`src/rtl/uart_prog_pkg.sv`:
```
// Shared types and defaults for the UART boot-programming loader.
package uart_prog_pkg;
    localparam int unsigned CLKS_PER_BIT_DEF = 347;
    localparam logic [31:0] END_WORD_DEF     = 32'h0000_0FFF;

    typedef enum logic [2:0] {
        RX_IDLE,
        RX_START,
        RX_DATA,
        RX_STOP,
        RX_EMIT
    } rx_state_e;
endpackage

```
`src/rtl/uart_rx_byte.sv`:
```
// 8N1 byte receiver: input synchroniser, baud counter and framing FSM.
module uart_rx_byte
    import uart_prog_pkg::*;
#(
    parameter int unsigned CLKS_PER_BIT = CLKS_PER_BIT_DEF
)(
    input  logic       clk,
    input  logic       rst,
    input  logic       en,
    input  logic       rx,
    output logic [7:0] data,
    output logic       valid,
    output logic       frame_err,
    output logic       busy
);
    localparam int unsigned      CNT_W     = $clog2(CLKS_PER_BIT);
    localparam logic [CNT_W-1:0] HALF_LAST = CNT_W'(CLKS_PER_BIT / 2 - 1);
    localparam logic [CNT_W-1:0] BIT_LAST  = CNT_W'(CLKS_PER_BIT - 1);

    logic             rx_meta, rxs;
    rx_state_e        state;
    logic [CNT_W-1:0] cnt;
    logic [2:0]       bit_idx;
    logic [7:0]       shreg;

    assign data = shreg;
    assign busy = (state != RX_IDLE);

    // Line idles high, so the synchroniser resets to 1 to avoid a false start.
    always_ff @(posedge clk) begin
        if (rst) begin
            rx_meta <= 1'b1;
            rxs     <= 1'b1;
        end else begin
            rx_meta <= rx;
            rxs     <= rx_meta;
        end
    end

    always_ff @(posedge clk) begin
        if (rst) begin
            state     <= RX_IDLE;
            cnt       <= '0;
            bit_idx   <= '0;
            shreg     <= '0;
            valid     <= 1'b0;
            frame_err <= 1'b0;
        end else begin
            valid     <= 1'b0;
            frame_err <= 1'b0;
            cnt       <= cnt + CNT_W'(1);
            if (!en) begin
                state   <= RX_IDLE;
                cnt     <= '0;
                bit_idx <= '0;
            end else begin
                case (state)
                    RX_IDLE: begin
                        cnt     <= '0;
                        bit_idx <= '0;
                        if (!rxs) state <= RX_START;
                    end
                    RX_START: if (cnt == HALF_LAST) begin
                        cnt   <= '0;
                        state <= rxs ? RX_IDLE : RX_DATA;
                    end
                    RX_DATA: if (cnt == BIT_LAST) begin
                        cnt     <= '0;
                        shreg   <= {rxs, shreg[7:1]};
                        bit_idx <= bit_idx + 3'd1;
                        if (bit_idx == 3'd7) state <= RX_STOP;
                    end
                    RX_STOP: if (cnt == BIT_LAST) begin
                        cnt <= '0;
                        if (rxs) begin
                            state <= RX_EMIT;
                            valid <= 1'b1;
                        end else begin
                            state     <= RX_IDLE;
                            frame_err <= 1'b1;
                        end
                    end
                    RX_EMIT: state <= RX_IDLE;
                    default: state <= RX_IDLE;
                endcase
            end
        end
    end
endmodule

```
`src/rtl/uart_prog_loader.sv`:
```
// Boot loader: packs received bytes into little-endian words and streams
// them into instruction memory until the end-of-program word arrives.
module uart_prog_loader
    import uart_prog_pkg::*;
#(
    parameter int unsigned CLKS_PER_BIT = CLKS_PER_BIT_DEF,
    parameter int unsigned ADDR_W       = 13,
    parameter logic [31:0] END_WORD     = END_WORD_DEF
)(
    input  logic              wb_clk_i,
    input  logic              wb_rst_i,
    input  logic              rx_i,
    input  logic              en_i,
    output logic              we_o,
    output logic [ADDR_W-1:0] addr_o,
    output logic [31:0]       wdata_o,
    output logic              busy_o,
    output logic              done_o,
    output logic              frame_err_o,
    output logic              ovf_o
);
    logic [7:0]  rx_data;
    logic        rx_valid, rx_ferr, rx_busy;
    logic [1:0]  byte_cnt;
    logic [23:0] partial;
    logic [31:0] word, full_word;
    logic        wr_pend, end_pend;

    assign full_word = {rx_data, partial};
    assign busy_o    = rx_busy | (byte_cnt != 2'd0);

    uart_rx_byte #(.CLKS_PER_BIT(CLKS_PER_BIT)) u_rx (
        .clk       (wb_clk_i),
        .rst       (wb_rst_i),
        .en        (en_i & ~done_o),
        .rx        (rx_i),
        .data      (rx_data),
        .valid     (rx_valid),
        .frame_err (rx_ferr),
        .busy      (rx_busy)
    );

    always_ff @(posedge wb_clk_i) begin
        if (wb_rst_i) begin
            we_o        <= 1'b0;
            addr_o      <= '0;
            wdata_o     <= '0;
            done_o      <= 1'b0;
            frame_err_o <= 1'b0;
            ovf_o       <= 1'b0;
            byte_cnt    <= '0;
            partial     <= '0;
            word        <= '0;
            wr_pend     <= 1'b0;
            end_pend    <= 1'b0;
        end else begin
            we_o     <= 1'b0;
            wr_pend  <= 1'b0;
            end_pend <= 1'b0;
            if (rx_ferr)  frame_err_o <= 1'b1;
            if (end_pend) done_o      <= 1'b1;
            if (wr_pend) begin
                we_o    <= 1'b1;
                wdata_o <= word;
            end
            // Address advances after the strobe so addr_o matches the write.
            if (we_o) begin
                addr_o <= addr_o + ADDR_W'(1);
                if (&addr_o) ovf_o <= 1'b1;
            end
            if (!en_i) begin
                byte_cnt <= '0;
                partial  <= '0;
            end else if (rx_valid) begin
                byte_cnt <= byte_cnt + 2'd1;
                case (byte_cnt)
                    2'd0: partial[7:0]   <= rx_data;
                    2'd1: partial[15:8]  <= rx_data;
                    2'd2: partial[23:16] <= rx_data;
                    default: begin
                        partial <= '0;
                        word    <= full_word;
                        if (full_word == END_WORD) end_pend <= 1'b1;
                        else                       wr_pend  <= 1'b1;
                    end
                endcase
            end
        end
    end
endmodule

```
`config.mk`:
```
export PLATFORM = sky130hd
export DESIGN_NAME = uart_prog_loader
export DESIGN_NICKNAME = d
export VERILOG_FILES = /design/src/rtl/uart_prog_pkg.sv /design/src/rtl/uart_rx_byte.sv /design/src/rtl/uart_prog_loader.sv
export SDC_FILE = /design/constraint.sdc
export NUM_CORES = 1
export LEC_CHECK = 0
export ABC_AREA = 0
export CORE_MARGIN = 1
export CORE_UTILIZATION = 56
export DETAILED_ROUTE_END_ITERATION = 7
export GPL_TIMING_DRIVEN = 0
export PLACE_DENSITY_LB_ADDON = 0.25
export SLEW_MARGIN = 30
export SYNTH_ARGS = -nofsm -noshare
export SYNTH_HDL_FRONTEND = slang
export SYNTH_HIERARCHICAL = 1
export SYNTH_SLANG_ARGS = --single-unit
```
`constraint.sdc`:
```
create_clock -name wb_clk_i -period 2.22 [get_ports wb_clk_i]
set_clock_uncertainty 0.15 [all_clocks]
set_input_delay 0.222 -clock wb_clk_i [delete_from_list [all_inputs] [get_ports wb_clk_i]]
set_output_delay 0.222 -clock wb_clk_i [all_outputs]
set_load 0.005 [all_outputs]
```
==> qor.csv <==
metric,value,unit
Worst-path clk slew,60,ps
vias in the first global route,4123,
Antenna diodes,0,
Synthesized Nets,582,
status,finished clean,
relative slew slack,58.4,%
number of max-cap violations,0,
mux share of post-synthesis cell area,8.58,%
Min-Delay Path Depth,2,
fin area,6580,um2
cells after synthesis,568,
Async SR Flop Fraction,0,%
Post-DRT Antenna Nets,0,
max-slew violation count,0,
Hold Crit Endpoint,u_rx/rx_meta$_SDFF_PP1_,
Residual DRC,0,
CTS Hold Bufs,0,
Port Buffer Count,53,
Final Hold Vio Count,0,
post-synthesis cell type count,52,
wire length per cell,15.1,um
pwr/cell area,815,nW/um2
worst flop-to-flop path endpoint,wr_pend$_SDFF_PP0_,
via count,4258,
cell row count,35,
Leak Pwr,2.30,nW
Nets,654,
register area share after synthesis,51.4,%
clk buf depth,2,
Ys Warns,6,
initial core utilization,57.6,%
final core utilization,71.6,%
Worst Setup End Kind,register,
Simple-Gate Fraction of Synth Area,23.3,%
Area growth syn-to-layout,24.3,%
Setup-failing EPs final,0,
Main synth FF type,dfxtp_1,
crit path DAT,2430,ps
Mean Syn Cell Area,9.32,um2
area of the die,9850,um2
"most common cell after layout, fill and taps aside",dfxtp_1,
layout cells sized above 1,8.58,%
CP Max Fanout,10,
"Cell Count, Final, Fillers Out",764,
core area,9200,um2
crit path kind,reg -> reg,
xor/xnor cell area share of the yosys netlist,1.99,%
Synth Area in Compound Gates,9.26,%
Total Routing Usage GR,24.8,%
initial antenna violation count,0,
Die Span Y,99.2,um
register bit total from synthesis,136,
Final period util,97.4,%
global-route wire length before repair,19100,um
cts bufs inserted,17,
vias per cell,5.57,
Crit Reg-Reg Startpoint,byte_cnt[1]$_SDFFE_PP0P_,
Adder-Cell Fraction of Synth Area,2.36,%
Cells after DPL,732,
CTS Sinks,136,
unrepaired setup endpoints after global routing,false,
die width,99.2,um
critical path required time,2490,ps
total gr overflow,0,
largest net degree at the start of global routing,17,
worst skew pair latency,520,ps
Worst setup SP type,register,
reg2reg setup slack,60,ps
Worst R2R Path Depth,7,
gpl congestion,0.924,
Iter 0 DRT Violations,239,
VDD IR max,478,uV
main combinational cell family by area after synthesis,simple AND/OR/NAND/NOR gates,
Mapped Area,5290,um2
Worst-Margin Slew,608,ps
"commonest non-fill, non-tap cells in the layout","dfxtp_1, nand2_1, nor2_1, a21oi_1, clkdlybuf4s50_1",
# IOs,54,
final WL,11500,um
Root Buffer,clkbuf_8,
Post-synth EDFFs,0,
min Tclk post-route,2160,ps
worst hold path type,in -> reg,
HPWL Detailed,7790,um
Achievable Freq,463,MHz
H-tree Lvls,4,
drt first pass iters,6,
setup TNS,0,ps
CTS tree,yes,
Post-DP Area,5960,um2
HP Start,rx_i,
-- per-stage QoR --
stage / total power (W) / setup WS (ps) / hold WS (ps)
2_1_floorplan: 0.00254 / 311 / 176
3_3_place_gp: 0.00257 / -377 / 246
3_5_place_dp: 0.00257 / -442 / 250
4_1_cts: 0.00539 / 67.6 / 97.8
5_1_grt: 0.00552 / 0.747 / 113
6_report: 0.00536 / 58.0 / 109
-- critical path: stages (launching register included) --
cell and delay (ps):
dfxtp_1 380, inv_1 80, ha_1 190, buf_6 140, or3b_1 380, buf_6 150, or3_1 340, a41oi_2 240
-- cells in the mapped netlist, types with 2 or more instances --
library cell | n | area share [%]
dfxtp_1 | 136 | 51
nand2_1 | 90 | 6.4
nor2_1 | 62 | 4.4
a21oi_1 | 57 | 5.4
mux2i_1 | 42 | 7.9
nand3_1 | 24 | 2.3
clkbuf_1 | 23 | 1.6
nand2b_1 | 14 | 1.7
ha_1 | 10 | 2.4
a22o_1 | 8 | 1.3
inv_1 | 7 | 0.50
nand4_1 | 7 | 0.83
or3_1 | 7 | 0.83
xnor2_1 | 6 | 0.99
xor2_1 | 6 | 0.99
buf_2 | 5 | 0.47
nor2b_1 | 5 | 0.59
or4_1 | 5 | 0.71
nor3_1 | 4 | 0.38
and4b_1 | 3 | 0.57
mux2_1 | 3 | 0.64
nor4_1 | 3 | 0.35
o21ai_1 | 3 | 0.28
and3_1 | 2 | 0.24
and4_1 | 2 | 0.33
buf_6 | 2 | 0.43
nand3b_1 | 2 | 0.28
nor3b_2 | 2 | 0.47
o21ai_0 | 2 | 0.19
o31ai_1 | 2 | 0.28
or2_2 | 2 | 0.24
or3b_1 | 2 | 0.33
-- layout make-up --
| cell class | count | area, um2 |
|---|---|---|
| sequential | 136 | 2730 |
| tap | 111 | 139 |
| inverter | 7 | 26.3 |
| clock inverter | 15 | 191 |
| clock buffer | 17 | 414 |
| fill | 716 | 2620 |
| timing repair buffer | 53 | 529 |
| multi-input combinational | 394 | 2410 |
| buffer | 31 | 138 |
-- kinds of logic (layout without fill, tap and decap cells) --
kind of cell | count (synthesis) | after routing
muxes | 45 | 45
AOI/OAI and AO/OA | 80 | 80
DFF | 136 | 136
xor gates and xnor gates | 12 | 12
and+or+nand+nor | 247 | 247
buffers and inverters | 38 | 123
adders and majority gates | 10 | 10
-- sequential cells by signal (all words and copies together), names as in the netlist, 2 cells and up --
register	flops
byte_cnt	2
u_rx/data	8
addr_o	13
u_rx/state	3
word	32
u_rx/cnt	9
wdata_o	32
partial	24
u_rx/bit_idx	3
-- per-layer routing --
metal	up-vias	part of all wire, %	track usage [%]
met4	0	2.2	11.4
met1	2009	44	30.2
met5	-	0	0
li1	2098	-	-
met3	30	4.9	6.32
met2	121	49	41.4
-- worst max path at each step --
stage                                        start                       end  slack [ps]
after floorplan           byte_cnt[1]$_SDFFE_PP0P_        wr_pend$_SDFF_PP0_         310
after global placement                    wb_rst_i  wdata_o[29]$_SDFFE_PP0P_        -380
after CTS                 byte_cnt[1]$_SDFFE_PP0P_        wr_pend$_SDFF_PP0_          70
after detailed placement                  wb_rst_i  wdata_o[30]$_SDFFE_PP0P_        -440
after global routing                      wb_rst_i  wdata_o[27]$_SDFFE_PP0P_         0.7
final                     byte_cnt[1]$_SDFFE_PP0P_        wr_pend$_SDFF_PP0_          60
-- timing repair --
item,4_1_cts,5_1_grt
buffers inserted,0,0
endpoints found under the setup margin,1,0
resized for setup,6,0
-- power breakdown --
part	switching [W]	leakage [nW]	internal (W)	total (W)
Combinational	0.0000517	0.915	0.0000210	0.0000727
Sequential	0.00000307	1.10	0.00244	0.00244
Clock	0.00111	0.292	0.00174	0.00285
Total	0.00116	2.30	0.00420	0.00536
No activity file was read; power rests on OpenSTA's default activity.
